### config.mk
export PLATFORM = sky130hd
export DESIGN_NAME = lab2_proc_muldiv_iter
export DESIGN_NICKNAME = d
export VERILOG_FILES = /design/src/rtl/lab2_proc_muldiv_iter_pkg.sv /design/src/rtl/lab2_proc_muldiv_iter_dpath.sv /design/src/rtl/lab2_proc_muldiv_iter.sv
export SDC_FILE = /design/constraint.sdc
export NUM_CORES = 1
export LEC_CHECK = 0
export ABC_AREA = 1
export CORE_ASPECT_RATIO = 1.5
export CORE_MARGIN = 1
export CORE_UTILIZATION = 50
export DETAILED_ROUTE_END_ITERATION = 12
export HOLD_SLACK_MARGIN = 0.15
export PLACE_DENSITY = 0.75
export SYNTH_ARGS = -nofsm -noshare
export SYNTH_HDL_FRONTEND = slang
export SYNTH_SLANG_ARGS = --single-unit
export TNS_END_PERCENT = 10
### constraint.sdc
create_clock -name clk -period 5.8 [get_ports clk]
set_input_delay 0.58 -clock clk [delete_from_list [all_inputs] [get_ports clk]]
set_output_delay 0.58 -clock clk [all_outputs]
set_load 0.03 [all_outputs]
### src/rtl/lab2_proc_muldiv_iter_pkg.sv
// Shared definitions for the iterative multiply/divide unit: widths, fn codes,
// FSM states and request-message field offsets.
package lab2_proc_muldiv_iter_pkg;

  localparam int unsigned DATA_W = 32;
  localparam int unsigned FN_W   = 3;
  localparam int unsigned CNT_W  = 5;
  localparam int unsigned MSG_W  = FN_W + 2 * DATA_W;

  localparam int unsigned B_LSB  = 0;
  localparam int unsigned A_LSB  = DATA_W;
  localparam int unsigned FN_LSB = 2 * DATA_W;

  typedef enum logic [FN_W-1:0] {
    MULDIV_MUL  = 3'd0,
    MULDIV_DIV  = 3'd1,
    MULDIV_DIVU = 3'd2,
    MULDIV_REM  = 3'd3,
    MULDIV_REMU = 3'd4
  } muldiv_fn_e;

  typedef enum logic [1:0] {
    IDLE = 2'd0,
    CALC = 2'd1,
    DONE = 2'd2
  } state_e;

  // Two's-complement negate when neg is set, pass-through otherwise.
  function automatic logic [DATA_W-1:0] cond_neg(input logic neg, input logic [DATA_W-1:0] x);
    return neg ? (~x + DATA_W'(1)) : x;
  endfunction

endpackage

### src/rtl/lab2_proc_muldiv_iter_dpath.sv
// Datapath: operand/accumulator registers, shift-add multiply step, restoring
// divide step, sign fixup and the registered result word.
module lab2_proc_muldiv_iter_dpath
  import lab2_proc_muldiv_iter_pkg::*;
(
  input  logic              clk,
  input  logic              reset,
  input  logic [MSG_W-1:0]  req_msg,
  input  logic              load_c,
  input  logic              step_c,
  input  logic              last_c,
  output logic [DATA_W-1:0] resp_msg
);

  logic [FN_W-1:0]   fn_in;
  logic [DATA_W-1:0] a_in;
  logic [DATA_W-1:0] b_in;
  logic              signed_op;
  logic              a_neg;
  logic              b_neg;

  // a_reg: multiplicand (MUL) or dividend shifting into quotient (DIV/REM)
  // b_reg: multiplier shifting right (MUL) or divisor magnitude (DIV/REM)
  // acc_reg: product (MUL) or partial remainder (DIV/REM)
  logic [DATA_W-1:0] a_reg;
  logic [DATA_W-1:0] b_reg;
  logic [DATA_W-1:0] acc_reg;
  logic [FN_W-1:0]   fn_reg;
  logic              neg_q;
  logic              neg_r;
  logic              b_zero;

  logic [DATA_W:0]   shifted;
  logic [DATA_W:0]   sub;
  logic [DATA_W-1:0] a_nxt;
  logic [DATA_W-1:0] b_nxt;
  logic [DATA_W-1:0] acc_nxt;
  logic [DATA_W-1:0] result_nxt;

  assign fn_in     = req_msg[FN_LSB +: FN_W];
  assign a_in      = req_msg[A_LSB +: DATA_W];
  assign b_in      = req_msg[B_LSB +: DATA_W];
  assign signed_op = (fn_in == MULDIV_DIV) || (fn_in == MULDIV_REM);
  assign a_neg     = signed_op && a_in[DATA_W-1];
  assign b_neg     = signed_op && b_in[DATA_W-1];

  // Bit DATA_W of the 33-bit difference is set exactly when shifted < divisor.
  assign shifted = {acc_reg, a_reg[DATA_W-1]};
  assign sub     = shifted - {1'b0, b_reg};

  // One iteration of either algorithm.
  always_comb begin
    a_nxt   = a_reg;
    b_nxt   = b_reg;
    acc_nxt = acc_reg;
    if (fn_reg == MULDIV_MUL) begin
      acc_nxt = acc_reg + (b_reg[0] ? a_reg : '0);
      a_nxt   = {a_reg[DATA_W-2:0], 1'b0};
      b_nxt   = {1'b0, b_reg[DATA_W-1:1]};
    end else if (!sub[DATA_W]) begin
      acc_nxt = sub[DATA_W-1:0];
      a_nxt   = {a_reg[DATA_W-2:0], 1'b1};
    end else begin
      acc_nxt = shifted[DATA_W-1:0];
      a_nxt   = {a_reg[DATA_W-2:0], 1'b0};
    end
  end

  // Final fixup on the last iteration's values; remainder for b=0 is already a.
  always_comb begin
    result_nxt = '0;
    case (fn_reg)
      MULDIV_MUL:  result_nxt = acc_nxt;
      MULDIV_DIV:  result_nxt = b_zero ? '1 : cond_neg(neg_q, a_nxt);
      MULDIV_DIVU: result_nxt = b_zero ? '1 : a_nxt;
      MULDIV_REM:  result_nxt = cond_neg(neg_r, acc_nxt);
      MULDIV_REMU: result_nxt = acc_nxt;
      default:     result_nxt = '0;
    endcase
  end

  always_ff @(posedge clk) begin
    if (load_c) begin
      a_reg   <= cond_neg(a_neg, a_in);
      b_reg   <= cond_neg(b_neg, b_in);
      acc_reg <= '0;
      fn_reg  <= fn_in;
      neg_q   <= a_neg ^ b_neg;
      neg_r   <= a_neg;
      b_zero  <= (b_in == '0);
    end else if (step_c) begin
      a_reg   <= a_nxt;
      b_reg   <= b_nxt;
      acc_reg <= acc_nxt;
    end
  end

  always_ff @(posedge clk) begin
    if (reset) begin
      resp_msg <= '0;
    end else if (last_c) begin
      resp_msg <= result_nxt;
    end
  end

endmodule

### src/rtl/lab2_proc_muldiv_iter.sv
// Iterative 32-bit multiply/divide unit with val/rdy handshakes; control FSM
// and iteration counter here, arithmetic in the datapath sub-module.
module lab2_proc_muldiv_iter
  import lab2_proc_muldiv_iter_pkg::*;
(
  input  logic              clk,
  input  logic              reset,
  input  logic              req_val,
  output logic              req_rdy,
  input  logic [MSG_W-1:0]  req_msg,
  output logic              resp_val,
  input  logic              resp_rdy,
  output logic [DATA_W-1:0] resp_msg
);

  state_e           state;
  logic [CNT_W-1:0] cnt;
  logic             load_c;
  logic             step_c;
  logic             last_c;

  assign load_c = (state == IDLE) && req_val && req_rdy;
  assign step_c = (state == CALC);
  assign last_c = step_c && (cnt == CNT_W'(DATA_W - 1));

  // Handshake outputs are registered alongside the state.
  always_ff @(posedge clk) begin
    if (reset) begin
      state    <= IDLE;
      cnt      <= '0;
      req_rdy  <= 1'b1;
      resp_val <= 1'b0;
    end else begin
      case (state)
        IDLE: begin
          if (load_c) begin
            state   <= CALC;
            cnt     <= '0;
            req_rdy <= 1'b0;
          end
        end
        CALC: begin
          cnt <= cnt + CNT_W'(1);
          if (last_c) begin
            state    <= DONE;
            resp_val <= 1'b1;
          end
        end
        DONE: begin
          if (resp_rdy) begin
            state    <= IDLE;
            resp_val <= 1'b0;
            req_rdy  <= 1'b1;
          end
        end
        default: begin
          state    <= IDLE;
          req_rdy  <= 1'b1;
          resp_val <= 1'b0;
        end
      endcase
    end
  end

  lab2_proc_muldiv_iter_dpath u_dpath (
    .clk      (clk),
    .reset    (reset),
    .req_msg  (req_msg),
    .load_c   (load_c),
    .step_c   (step_c),
    .last_c   (last_c),
    .resp_msg (resp_msg)
  );

endmodule

Word level (Yosys, flattened, before mapping)
Cells that the tools add are included.
Cells by class
  equality and inequality tests: 12
  add/sub/neg operators: 7
  magnitude comparators: 0
  reduce and logical (&&, ||, !) cells: 18
  shifts and indexed selects: 0
  div/mod/pow operators: 0
  bitwise logic cells: 7
  multipliers: 0
  multiplexer cells: 29
Operator list (number)
  2-to-1 mux 32 bit: 14
  adder 32 x 1 -> 32 bit (second input constant): 4
  inverter 32 bit: 4
  one-hot mux 32 bit (4 select lines): 1
  subtractor 33 x 32 -> 33 bit: 1
  adder 32 bit: 1
  logical NOT 32 bit: 1
  one-hot mux 5 bit (2 select lines): 1
  equality test 3 x 2 -> 1 bit (second input constant): 3
  AND reduction 3 bit: 3
  equality test 3 x 1 -> 1 bit (second input constant): 2
  2-to-1 mux 1 bit: 6
  2-to-1 mux 2 bit: 3
  one-hot mux 1 bit (3 select lines): 2
  one-hot mux 2 bit (3 select lines): 1
  nonzero test 2 bit: 3
  adder 5 x 1 -> 5 bit (second input constant): 1
  equality test 5 bit (second input constant): 1
  logical AND 1 bit: 5
  2-to-1 mux 5 bit: 1
  != test 2 bit (second input constant): 2
  AND reduction 2 bit: 2
  equality test 3 bit (second input constant): 1
  logical NOT 3 bit: 1
  8 further kinds: 9
Word-level totals
  memories kept: 0
  bits in read-only memories: 0
  word-level logic and storage cells: 85
  bits of input ports: 71
  output and inout port bits: 34
  latch bits: 0
  bits in writable memories: 0
  register bits after elaboration: 143

Depth between registers and ports, before layout
Gate-level depths: netlist (run 1).
  depth after elaboration: 8
  depth in mapped cells: 31
  mapped depth without buffers: 30

By module
Synthesis (run 1) repeated with hierarchy kept, for this count alone.
Second synthesis, totals
  cells, all modules: 2616
  area, all modules: 15563.7 sq um
Modules (own cells, without submodules)
  lab2_proc_muldiv_iter_dpath: cells each 2561, times used 1, seq. area each 3383.2 sq um, area an instance 15143.3 sq um
  lab2_proc_muldiv_iter: cells each 55, times used 1, seq. area each 180.2 sq um, area an instance 420.4 sq um

Worst setup path after synthesis (run 1)
No wires, ideal clock.
  kind: register to register
  from: register u_dpath.fn_reg[1]
  to: register u_dpath.b_reg[0], enable pin
  library setup time: 0.466 ns
  stages on the path, launching flop included: 8
  slack: 1.738 ns
  arrival: 3.597 ns
  required time: 5.334 ns
  clock period less this slack: 4.062 ns
  path buffers: 2
  cells stage by stage: edfxtp_1 -> nor2_1 -> inv_1 -> nor2_1 -> inv_1 -> clkbuf_1 -> buf_2 -> o21ai_0
Between the ends
  cells in the longest elaborated chain, start to end: 3
Ends and longest elaborated chain
  start: declaration: line lab2_proc_muldiv_iter_dpath.sv:28  | logic [FN_W-1:0] fn_reg;
  start signal: assignment: line lab2_proc_muldiv_iter_dpath.sv:87  | fn_reg <= fn_in;
  logical NOT 3 bit: line lab2_proc_muldiv_iter_dpath.sv:56  | if (fn_reg == MULDIV_MUL) begin
  nonzero test 2 bit (no line)
  AND reduction 2 bit (no line)
  end signal: assignment: line lab2_proc_muldiv_iter_dpath.sv:85  | b_reg <= cond_neg(b_neg, b_in);
  end signal: assignment: line lab2_proc_muldiv_iter_dpath.sv:93  | b_reg <= b_nxt;
  end: declaration: line lab2_proc_muldiv_iter_dpath.sv:26  | logic [DATA_W-1:0] b_reg;
No other way between the ends.
A chain may end at the register's enable or synchronous reset.

Worst setup path in the final report (run 1)
  from: register u_dpath.b_reg[0]
  to: register u_dpath.resp_msg[26]
Between the ends
  cells in the longest elaborated chain, start to end: 8
  elaborated cells on any way between the ends: 15
  those cells by class: add/sub: 4; mux: 9; bitwise: 2
Ends and longest elaborated chain
  subtractor 33 x 32 -> 33 bit: line lab2_proc_muldiv_iter_dpath.sv:49  | assign sub = shifted - {1'b0, b_reg};
  2-to-1 mux 1 bit: line lab2_proc_muldiv_iter_dpath.sv:60  | end else if (!sub[DATA_W]) begin
  2-to-1 mux 1 bit: line lab2_proc_muldiv_iter_dpath.sv:56
  inverter 32 bit: line lab2_proc_muldiv_iter_pkg.sv:30  | return neg ? (~x + DATA_W'(1)) : x;
  adder 32 x 1 -> 32 bit: line lab2_proc_muldiv_iter_pkg.sv:30
  2-to-1 mux 32 bit: line lab2_proc_muldiv_iter_pkg.sv:30
  2-to-1 mux 32 bit: line lab2_proc_muldiv_iter_dpath.sv:74  | MULDIV_DIV: result_nxt = b_zero ? '1 : cond_neg(neg_q, a_nxt);
  one-hot mux 32 bit (4 select lines) (*): line lab2_proc_muldiv_iter_dpath.sv:72  | case (fn_reg)
  end signal: assignment: line lab2_proc_muldiv_iter_dpath.sv:102  | resp_msg <= result_nxt;
  end: declaration: line lab2_proc_muldiv_iter_dpath.sv:12  | output logic [DATA_W-1:0] resp_msg
Every way passes the cells marked *; elsewhere a longest branch is shown, timed or not.

==> results of run 1 <==
-- area by class of cell --
cell class | instances | share of cell area [%]
antenna | 2 | 0.0291
multi-input combinational | 1985 | 58.3
clock inverter | 15 | 0.836
inverter | 352 | 7.68
tap | 400 | 2.91
timing repair buffer | 126 | 7.08
sequential | 143 | 20.7
clock buffer | 17 | 2.47
-- tightest hold or removal path: stages, from the launching register on --
cell	delay, ns
sky130_fd_sc_hd__dfxtp_1	0.31
sky130_fd_sc_hd__nand2_1	0.06
sky130_fd_sc_hd__a21oi_1	0.05
-- worst paths after layout --
kind	slack, ns	cells past startpoint	to
setup / recovery	0.98	29	u_dpath.resp_msg[26]
hold / removal	0.47	2	u_dpath.resp_msg[15]
setup reg to reg	0.98	29	u_dpath.resp_msg[26]
hold reg to reg	0.47	2	u_dpath.resp_msg[15]
-- per-layer routing --
metal / vias up / global-route usage, %
met2: 674 / 67.8
met1: 7813 / 41.6
met4: 0 / 32.8
met3: 220 / 7.05
li1: 8502 / -
met5: - / 0
-- power by group through the flow --
stage / registers, uW / logic (uW) / clock network (uW)
after floorplan: 1410 / 3390 / 0
after global placement: 1510 / 4610 / 0
after detailed placement: 1520 / 4660 / 0
after CTS: 1500 / 4690 / 1140
after global routing: 1530 / 5290 / 1180
final: 1510 / 4820 / 1140
-- cells by family after synthesis --
kind of cell | count (synthesis) | synth area share, %
XOR/XNOR | 75 | 4.30
AO/OA/AOI/OAI | 457 | 16.6
buffers and inverters | 435 | 11.2
flip-flops | 143 | 23.3
AND/OR/NAND/NOR | 1380 | 38.5
adder cells (fa/ha/maj) | 73 | 6.08
-- layout by cell type, fill, tap and decap left out, types with 17 or more instances in the layout --
master	count
sky130_fd_sc_hd__dfxtp_1	73
sky130_fd_sc_hd__nand2_2	31
sky130_fd_sc_hd__o21ai_0	193
sky130_fd_sc_hd__clkbuf_16	17
sky130_fd_sc_hd__buf_4	21
sky130_fd_sc_hd__a21oi_1	164
sky130_fd_sc_hd__nor3_1	39
sky130_fd_sc_hd__nor2_1	223
sky130_fd_sc_hd__inv_1	343
sky130_fd_sc_hd__ha_1	71
sky130_fd_sc_hd__clkdlybuf4s50_1	104
sky130_fd_sc_hd__edfxtp_1	70
sky130_fd_sc_hd__nand4_1	24
sky130_fd_sc_hd__xnor2_1	25
sky130_fd_sc_hd__xor2_1	50
sky130_fd_sc_hd__nand2_1	803
sky130_fd_sc_hd__o22ai_1	19
sky130_fd_sc_hd__nand3_1	192
-- per-stage QoR --
step / utilization (%) / instances / cell area (sq um)
2_1_floorplan: - / 2563 / 15300
3_3_place_gp: 55.2 / 3006 / 16600
3_5_place_dp: 55.2 / 3006 / 16600
4_1_cts: 57.0 / 3038 / 17200
5_1_grt: 57.0 / 3038 / 17200
6_report: 57.1 / 3040 / 17200
==> summary.txt, run 1 <==
max-slew violation count - 0
run status - completed
top cells by instance count after synthesis - 803 x sky130_fd_sc_hd__nand2_1, 343 x sky130_fd_sc_hd__inv_1, 224 x sky130_fd_sc_hd__nor2_1
overall die width - 145 microns
top area cells in the synthesized netlist - sky130_fd_sc_hd__nand2_1 20%, sky130_fd_sc_hd__edfxtp_1 14%, sky130_fd_sc_hd__dfxtp_1 9.6%, sky130_fd_sc_hd__inv_1 8.4%, sky130_fd_sc_hd__o21ai_0 6.4%
net total in the final layout - 2769
total routing resource utilization after global routing - 39.6%
Synth area leader - sky130_fd_sc_hd__nand2_1
Yosys cell types - 55
Die Area - 0.0313 sq mm
DRC - 0
CORE AREA - 0.0302 sq mm
routed vias - 17209
setup repair after global routing missed its margin - no
number of buffers created by CTS - 17
worst setup margin - 0.984 ns
net count after synthesis - 2707
worst slack on hold paths - 0.468 ns
setup skew after layout - 0.0176 ns
violation count after the first detailed-route iteration - 1359
required time at the endpoint of the critical path - 6.19 ns
wire length on met1 - 22300 microns
maximum net fanout on the critical path - 33
mean instance size in the synthesized netlist - 5.96 sq um
synthesized flop and latch total - 143
first-pass GRT wire length - 91400 microns
Pwr per Cell Area - 434 mW/mm^2
layout cells sized above 1 - 5.16%
number of H-tree levels - 4
area share of the largest cell type after synthesis - 19.7%
Hold Vio Cnt, Final - 0
fmax - 208 MHz
final global-route overflow total - 0
Resized cells post-CTS - 0
family of cells with the greatest summed delay on the critical path - simple AND/OR/NAND/NOR gates
combinational cell fraction of total power - 64.5%
Critical Path AT - 5.21 ns
buffers inserted by post-CTS timing repair - 0
layout overhead on the synthesized area - 12.7%
Detail Route met2 WL - 29400 microns
Max-cap violations - 0
shortest clock period the worst path allows after layout - 4.82 ns
Int Power - 3240 uW
Max transition margin - 31.0%
top flip-flop cell by instance count after synthesis - sky130_fd_sc_hd__dfxtp_1
sequential cell fraction of total power - 20.2%
number of buffers and inverters on the critical path - 5
synthesized cell area - 0.0153 sq mm
clock latency on the worst-skew pair - 0.47 ns
Ys Warns - 0
DR vias/cell - 5.66
CTS clk-pin slew, worst paths - 0.07 ns
slew at the pin with the worst max-slew slack - 1.03 ns
slowest cell on the critical path - sky130_fd_sc_hd__nor4_1
Post-Synthesis Cells - 2563
RePlAce Congestion - 0.995
number of core rows - 78
via count of the first global-routing pass - 16643
most numerous cell in the Yosys netlist - sky130_fd_sc_hd__nand2_1
pre-CTS WS - 1.06 ns
cell at the root of the clock tree - sky130_fd_sc_hd__clkbuf_16
# port buffers - 104
EDFF count, synth - 70
Tot Pwr - 7470 uW
number of fill cells - 3067
floorplan die height - 216 microns
post-route fraction of the period consumed by the critical path - 83.0%
largest net degree at the start of global routing - 71
DR top layer - met4
Worst setup startpoint - u_dpath.b_reg[0]
type of the setup path with the least slack - register to register
Final HPWL DP - 47400 microns
leakage power total - 0.00816 uW
sort of element at the end of the critical path - register
area of the multi-input gates - 0.0100 sq mm
sequential cell area - 0.00356 sq mm
HP Class - register to register
reg-to-reg critical path startpoint - u_dpath.b_reg[0]
Total Negative Setup Slacks - 0 ns
count of endpoints failing setup in the final report - 0
cell seen most often among critical-path stages - sky130_fd_sc_hd__nand2_1
Max stage delay on crit path - 0.51 ns
async set-or-reset flop fraction in the synthesized netlist - 0%
total wire length after detailed routing - 60400 microns
switching part of the total power - 56.6%
kind of start point of the critical path - register
power spent charging and discharging nets - 4230 uW
startpoint of the worst hold path - u_dpath.resp_msg[15]
I/O pin cnt - 105
Peak VDD IR - 0.000236 V
total iterations of the first detailed-routing run - 6
share of the yosys chip area belonging to registers - 23.3%
routed wire length on met3 - 3470 microns
share of total power in the clock network - 15.3%
maximum number of buffers from clock root to sink - 2
CTS tree - done
antenna violations before repair - 0
number of clock sinks seen by CTS - 143
number of antenna-violating nets in the routed design - 0
mean routed wirelength per cell - 19.9 microns
starting density of the core - 50.7%
number of buffers added to fix hold violations after cts - 0
No activity file was read; power rests on OpenSTA's default activity.
==> run 2: changes to the inputs <==
clock period = 4.5 ns   (was 5.8 ns; I/O delays follow)
==> summary.txt, run 2 (synthesis results as in run 1) <==
slowest cell on the critical path - sky130_fd_sc_hd__fa_1
number of H-tree levels - 4 (unchanged)
Final HPWL DP - 47700 microns (+0.81%)
Worst setup startpoint - u_dpath.b_reg[0]
clock latency on the worst-skew pair - 0.46 ns (about the same)
reg-to-reg critical path startpoint - u_dpath.b_reg[0]
endpoint of the lowest-slack register-to-register path - u_dpath.resp_msg[18]
Int Power - 4270 uW (+32%)
Resized cells post-CTS - 0 (unchanged)
cell seen most often among critical-path stages - sky130_fd_sc_hd__nand2_1
number of buffers added to fix hold violations after cts - 0 (unchanged)
routed wire length on met3 - 3740 microns (+7.8%)
number of buffers and inverters on the critical path - 2 (-3)
length in cells of the worst reg-to-reg path - 23 (-21%)
RePlAce Congestion - 1.02 (+2.5%)
shortest clock period the worst path allows after layout - 4.19 ns (-0.624 ns)
Critical Path AT - 4.51 ns (-0.70 ns)
area of the multi-input gates - 0.0101 sq mm (+0.29%)
setup skew after layout - 0.0146 ns (-0.00299 ns)
commonest non-fill, non-tap cell in the layout - sky130_fd_sc_hd__nand2_1
Hold Vio Cnt, Final - 0 (unchanged)
Max transition margin - 19.2% (-12 points)
Max-cap violations - 0 (unchanged)
mean routed wirelength per cell - 19.6 microns (-1.6%)
DR vias/cell - 5.63 (-0.53%)
number of fill cells - 3063 (-0.13%)
buffers inserted by post-CTS timing repair - 0 (unchanged)
minimum setup slack among reg-to-reg paths - 0.31 ns (-0.68 ns)
max-slew violation count - 0 (unchanged)
Hold Path Depth - 2 (unchanged)
number of antenna-violating nets in the routed design - 0 (unchanged)
net total in the final layout - 2788 (+0.69%)
Max stage delay on crit path - 0.42 ns (-0.09 ns)
violation count after the first detailed-route iteration - 1142 (-16%)
Peak VDD IR - 0.000305 V (+29%)
total iterations of the first detailed-routing run - 6 (unchanged)
type of the setup path with the least slack - register to register
floorplan die height - 216 microns (unchanged)
layout cells sized above 1 - 5.98% (+0.83 points)
fmax - 239 MHz (+15%)
CTS tree - done
DRC - 0 (unchanged)
DR top layer - met5
kind of start point of the critical path - register
antenna violations before repair - 2 (+2)
CORE AREA - 0.0302 sq mm (unchanged)
final global-route overflow total - 0 (unchanged)
family of cells with the greatest summed delay on the critical path - simple AND/OR/NAND/NOR gates
maximum net fanout on the critical path - 32 (-3.0%)
share of total power in the clock network - 14.5% (-0.8 points)
commonest non-fill, non-tap cells in the layout - 803 x sky130_fd_sc_hd__nand2_1, 343 x sky130_fd_sc_hd__inv_1, 223 x sky130_fd_sc_hd__nor2_1
layout overhead on the synthesized area - 13.6%
total wire length after detailed routing - 59800 microns (-1.0%)
Detail Route met2 WL - 29200 microns (-0.49%)
post-route fraction of the period consumed by the critical path - 93.1% (+10 points)
total routing resource utilization after global routing - 39.0% (-0.62 points)
overall die width - 145 microns (unchanged)
critical-path cell list - buf_4, nand2_1, inv_1, ha_1, fa_1, nand3_1, nand2_1, nand3_1, nand3_1, nand2_1, nand2_1, a21oi_1, o21ai_0, nand2_1, nand2_1, o21ai_1, nand2_1, nor2_2, nand2_1, nand3_1, nand3_1, nand2_1, a21oi_1
cell at the root of the clock tree - sky130_fd_sc_hd__clkbuf_16
first-pass GRT wire length - 90300 microns (-1.3%)
largest net degree at the start of global routing - 71 (unchanged)
slew at the pin with the worst max-slew slack - 1.21 ns (+0.183 ns)
routed vias - 17219 (+0.058%)
number of buffers created by CTS - 17 (unchanged)
Die Area - 0.0313 sq mm (unchanged)
utilization after layout - 57.5% (+0.47 points)
via count of the first global-routing pass - 16458 (-1.1%)
leakage power total - 0.00824 uW (+1.0%)
wire length on met1 - 21900 microns (-1.9%)
maximum number of buffers from clock root to sink - 2 (unchanged)
Critical path destination - u_dpath.resp_msg[18]
required time at the endpoint of the critical path - 4.82 ns (-1.37 ns)
I/O pin cnt - 105 (unchanged)
Total Negative Setup Slacks - 0 ns (unchanged)
Tot Pwr - 9660 uW (+29%)
setup repair after global routing missed its margin - no
switching part of the total power - 55.8% (-0.80 points)
run status - completed
sequential cell fraction of total power - 19.8% (-0.4 points)
sort of element at the end of the critical path - register
starting density of the core - 50.7% (unchanged)
number of clock sinks seen by CTS - 143 (unchanged)
instance count on the critical path - 23 (-21%)
combinational cell fraction of total power - 65.7% (+1.2 points)
count of endpoints failing setup in the final report - 0 (unchanged)
number of core rows - 78 (unchanged)
CTS clk-pin slew, worst paths - 0.07 ns (about the same)
power spent charging and discharging nets - 5390 uW (+27%)
# port buffers - 104 (unchanged)
HP Class - register to register
sequential cell area - 0.00356 sq mm (unchanged)
Pwr per Cell Area - 557 mW/mm^2 (+28%)
[run 2: changes by cell type in the layout (fill, tap and decap cells not counted), sizes merged]
cell and change:
inv -3, buf +19, clkinvlp +1, diode -1
clkbuf +1, clkinv +1
[run 2: how the worst min path moves through the flow]
stage,startpoint,endpoint,slack [ns]
after floorplan,cnt[3],cnt[3],0.44
after detailed placement,u_dpath.resp_msg[16],u_dpath.resp_msg[16],0.45
after CTS,u_dpath.resp_msg[16],u_dpath.resp_msg[16],0.46
final,u_dpath.resp_msg[16],u_dpath.resp_msg[16],0.46
after global placement,u_dpath.resp_msg[8],u_dpath.resp_msg[8],0.46
after global routing,u_dpath.resp_msg[16],u_dpath.resp_msg[16],0.49
[run 2: cell type report]
| class | count | share of cell area, % |
|---|---|---|
| flip-flops and latches | 143 | 20.5 |
| clock inverters | 14 | 0.707 |
| diodes | 1 | 0.0144 |
| clock buffers | 18 | 2.47 |
| inverters | 352 | 7.62 |
| multi-input cells | 1985 | 58.0 |
| well taps | 400 | 2.88 |
| repair buffers | 145 | 7.80 |
[run 2: worst reg2reg max path, stage by stage, from the launching register on]
cell	delay [ns]
sky130_fd_sc_hd__edfxtp_1	0.40
sky130_fd_sc_hd__buf_4	0.27
sky130_fd_sc_hd__nand2_1	0.13
sky130_fd_sc_hd__inv_1	0.06
sky130_fd_sc_hd__ha_1	0.22
sky130_fd_sc_hd__fa_1	0.42
sky130_fd_sc_hd__nand3_1	0.09
sky130_fd_sc_hd__nand2_1	0.14
sky130_fd_sc_hd__nand3_1	0.10
sky130_fd_sc_hd__nand3_1	0.29
sky130_fd_sc_hd__nand2_1	0.19
sky130_fd_sc_hd__nand2_1	0.13
sky130_fd_sc_hd__a21oi_1	0.14
sky130_fd_sc_hd__o21ai_0	0.09
sky130_fd_sc_hd__nand2_1	0.15
sky130_fd_sc_hd__nand2_1	0.14
sky130_fd_sc_hd__o21ai_1	0.15
sky130_fd_sc_hd__nand2_1	0.09
sky130_fd_sc_hd__nor2_2	0.25
sky130_fd_sc_hd__nand2_1	0.08
sky130_fd_sc_hd__nand3_1	0.09
sky130_fd_sc_hd__nand3_1	0.26
sky130_fd_sc_hd__nand2_1	0.12
sky130_fd_sc_hd__a21oi_1	0.06
[run 2: power by group through the flow]
stage / clock network (uW) / logic [uW] / registers [uW]
2_1_floorplan: 0 / 4370 / 1820
3_3_place_gp: 0 / 6110 / 1910
3_5_place_dp: 0 / 6160 / 1930
4_1_cts: 1400 / 6190 / 1900
5_1_grt: 1440 / 7000 / 1930
6_report: 1400 / 6340 / 1910
[run 2: metrics by stage]
step	std cells	setup slack (ns)	instance area [sq um]	hold WS, ns
final	3058	0.309	17400	0.462
after CTS	3057	0.188	17300	0.465
after floorplan	2563	0.438	15300	0.436
after global placement	3025	0.314	16800	0.455
after global routing	3058	0.00962	17400	0.487
after detailed placement	3025	0.244	16800	0.455
[run 2: layer usage]
metal / up-vias / GRT usage, %
li1: 8518 / -
met2: 658 / 67.6
met5: - / 0
met3: 186 / 6.05
met4: 2 / 29.6
met1: 7855 / 41.9
==> run 3: changes to the inputs <==
ABC_AREA = unset   (was 1)
CORE_ASPECT_RATIO = 2   (was 1.5)
DONT_BUFFER_PORTS = 1   (was unset)
PLACE_DENSITY = 0.71   (was 0.75)
==> summary.txt, run 3 <==
largest net degree at the start of global routing - 66 (-7.0%)
I/O pin cnt - 105 (unchanged)
synthesized cell area - 0.0132 sq mm (-14%)
critical-path cell list - buf_6, and2_1, ha_4, fa_2, a211o_1, a21bo_2, buf_4, a21o_1, nor2_1, o31ai_1, xnor2_1, a221o_1, nand2_1, or4_4, or4_4, o2111ai_2, a221oi_1
cell at the root of the clock tree - sky130_fd_sc_hd__clkbuf_16
net count after synthesis - 1874 (-31%)
Max-cap violations - 0 (unchanged)
CTS clk-pin slew, worst paths - 0.07 ns (about the same)
top flip-flop cell by instance count after synthesis - sky130_fd_sc_hd__dfxtp_1
leakage power total - 0.00663 uW (-20%)
minimum setup slack among reg-to-reg paths - 0.01 ns (-0.30 ns)
violation count after the first detailed-route iteration - 905 (-21%)
starting density of the core - 51.2% (+0.57 points)
final global-route overflow total - 0 (unchanged)
length in cells of the worst reg-to-reg path - 17 (-26%)
number of fill cells - 2416 (-21%)
Pwr per Cell Area - 649 mW/mm^2 (+17%)
Final HPWL DP - 40400 microns (-15%)
clock latency on the worst-skew pair - 0.46 ns (about the same)
Synth area leader - sky130_fd_sc_hd__edfxtp_1
slew at the pin with the worst max-slew slack - 1.13 ns (-0.0804 ns)
CORE AREA - 0.0258 sq mm (-15%)
synthesized flop and latch total - 143 (unchanged)
Peak VDD IR - 0.000383 V (+25%)
commonest non-fill, non-tap cells in the layout - 264 x sky130_fd_sc_hd__buf_4, 210 x sky130_fd_sc_hd__nand2_1, 200 x sky130_fd_sc_hd__o21ai_0
Hold Path Depth - 2 (unchanged)
share of the yosys chip area belonging to registers - 27.0% (+3.7 points)
most numerous cell in the Yosys netlist - sky130_fd_sc_hd__nand2_1
routed vias - 14395 (-16%)
Design Area, Final - 0.0163 sq mm (-5.8%)
mean routed wirelength per cell - 22.3 microns (+14%)
reg-to-reg critical path startpoint - u_dpath.b_reg[0]
setup repair after global routing missed its margin - yes
top cells by instance count after synthesis - 213 x sky130_fd_sc_hd__nand2_1, 209 x sky130_fd_sc_hd__o21ai_0, 153 x sky130_fd_sc_hd__a21oi_1
number of antenna repair diodes - 0 (-1)
sequential cell area - 0.00356 sq mm (unchanged)
run status - completed
area share of the largest cell type after synthesis - 15.9% (-3.8 points)
EDFF count, synth - 70 (unchanged)
maximum net fanout on the critical path - 11 (-66%)
Critical Path AT - 4.81 ns (+0.30 ns)
layout cells sized above 1 - 20.5% (+14 points)
area of the multi-input gates - 0.00943 sq mm (-6.2%)
DR vias/cell - 6.29 (+12%)
Die Area - 0.0271 sq mm (-13%)
startpoint of the worst hold path - resp_rdy
Max stage delay on crit path - 0.61 ns (+0.19 ns)
placed inst area - 0.0153 sq mm (-8.9%)
required time at the endpoint of the critical path - 4.82 ns (about the same)
post-route fraction of the period consumed by the critical path - 99.7% (+6.6 points)
number of clock sinks seen by CTS - 143 (unchanged)
HP Class - input port to register
kind of start point of the critical path - register
via count of the first global-routing pass - 14623 (-11%)
number of buffers created by CTS - 17 (unchanged)
layout overhead on the synthesized area - 23.9%
maximum number of buffers from clock root to sink - 2 (unchanged)
sort of element at the end of the critical path - register
total routing resource utilization after global routing - 38.9% (-0.080 points)
fmax - 223 MHz (-6.6%)
total iterations of the first detailed-routing run - 5 (-1)
Post-Synthesis Cells - 1730 (-33%)
Max transition margin - 24.6% (+5.4 points)
Ys Warns - 0 (unchanged)
utilization after layout - 63.4% (+5.9 points)
Total Negative Setup Slacks - 0 ns (unchanged)
max-slew violation count - 0 (unchanged)
number of H-tree levels - 4 (unchanged)
slowest cell on the critical path - sky130_fd_sc_hd__or4_4
overall die width - 117 microns (-19%)
CTS tree - done
RePlAce Congestion - 0.988 (-3.1%)
async set-or-reset flop fraction in the synthesized netlist - 0% (unchanged)
setup skew after layout - 0.0132 ns (-0.00145 ns)
net total in the final layout - 2081 (-25%)
# port buffers - 0 (-100%)
DRC - 0 (unchanged)
top area cells in the synthesized netlist - sky130_fd_sc_hd__edfxtp_1 16%, sky130_fd_sc_hd__dfxtp_1 11%, sky130_fd_sc_hd__o21ai_0 7.9%, sky130_fd_sc_hd__ha_1 6.7%, sky130_fd_sc_hd__nand2_1 6.1%
mean instance size in the synthesized netlist - 7.63 sq um (+28%)
number of core rows - 83 (+6.4%)
count of endpoints failing setup in the final report - 0 (unchanged)
total wire length after detailed routing - 51200 microns (-14%)
hold path endpoint - state[1]
number of antenna-violating nets in the routed design - 0 (unchanged)
endpoint of the lowest-slack register-to-register path - u_dpath.resp_msg[27]
cell seen most often among critical-path stages - sky130_fd_sc_hd__or4_4
Hold Vio Cnt, Final - 0 (unchanged)
commonest non-fill, non-tap cell in the layout - sky130_fd_sc_hd__buf_4
Yosys cell types - 92 (+67%)
antenna violations before repair - 0 (-2)
first-pass GRT wire length - 78000 microns (-14%)
floorplan die height - 232 microns (+7.2%)
type of the setup path with the least slack - register to register
shortest clock period the worst path allows after layout - 4.49 ns (+0.295 ns)
==> run 3: cell families after synthesis <==
family | share of synthesized area, %
adders and majority gates | 7.04
xor gates and xnor gates | 8.76
muxes | 1.34
and+or+nand+nor | 20.9
AOI/OAI and AO/OA | 30.6
DFF | 27.0
buffers and inverters | 4.39
==> run 3: metrics by stage <==
| step | power, uW | setup slack [ns] | hold WS, ns | cells |
|---|---|---|---|---|
| 3_5_place_dp | 8660 | -0.281 | 0.464 | 2245 |
| 5_1_grt | 11300 | -0.166 | 0.186 | 2290 |
| 2_1_floorplan | 5640 | -0.0517 | 0.452 | 1730 |
| 6_report | 10600 | 0.0136 | 0.163 | 2290 |
| 4_1_cts | 10200 | -0.0410 | 0.153 | 2283 |
| 3_3_place_gp | 8550 | -0.233 | 0.455 | 2245 |
==> run 3: area by class of cell <==
| type | count | area share, % |
|---|---|---|
| clock buffers | 22 | 3.04 |
| clock inverters | 10 | 0.475 |
| inverters | 69 | 1.59 |
| multi-input cells | 1434 | 57.7 |
| flip-flops and latches | 143 | 21.8 |
| well taps | 340 | 2.60 |
| repair buffers | 272 | 12.8 |
==> run 3: routing by layer <==
metal | GRT usage [%] | up-vias | wire [microns]
li1 | - | 6808 | -
met1 | 37.0 | 6733 | 17300
met2 | 66.9 | 596 | 25300
met3 | 7.44 | 258 | 2720
met4 | 39.1 | 0 | 5830
met5 | 0 | - | 0
==> run 3: repair_timing <==
item / CTS / global route
hold buffers: 4 / 0
setup endpoints to repair: 10 / 19
buffers inserted: 2 / 7
hold endpoints to repair: 28 / 0
pin swaps: 3 / 33
gates resized for setup: 16 / 66
cloned: 0 / 0
==> run 3: worst max-delay path: cells and delay by family, from the launching register on <==
| kind | cells | cell delay (ns) |
|---|---|---|
| AND/OR/NAND/NOR | 5 | 1.51 |
| adder cells (fa/ha/maj) | 2 | 0.52 |
| AO/OA/AOI/OAI | 7 | 1.38 |
| XOR/XNOR | 1 | 0.21 |
| buffers and inverters | 2 | 0.32 |
| flip-flops | 1 | 0.42 |
==> run 3: how the worst max path moves through the flow <==
stage                startpoint  slack, ns              endpoint  cells past startpoint
2_1_floorplan  u_dpath.b_reg[0]      -0.05  u_dpath.resp_msg[30]                     20
3_3_place_gp   u_dpath.b_reg[0]      -0.23  u_dpath.resp_msg[29]                     19
3_5_place_dp   u_dpath.b_reg[0]      -0.28  u_dpath.resp_msg[25]                     19
4_1_cts        u_dpath.b_reg[0]      -0.04  u_dpath.resp_msg[27]                     16
5_1_grt        u_dpath.b_reg[0]      -0.17  u_dpath.resp_msg[27]                     19
6_report       u_dpath.b_reg[0]       0.01  u_dpath.resp_msg[27]                     17
==> run 3: report_power, final <==
group	internal, uW	switching [uW]	leakage (uW)
clock network	790	619	0.000282
logic	3290	4010	0.00508
registers	1630	261	0.00127
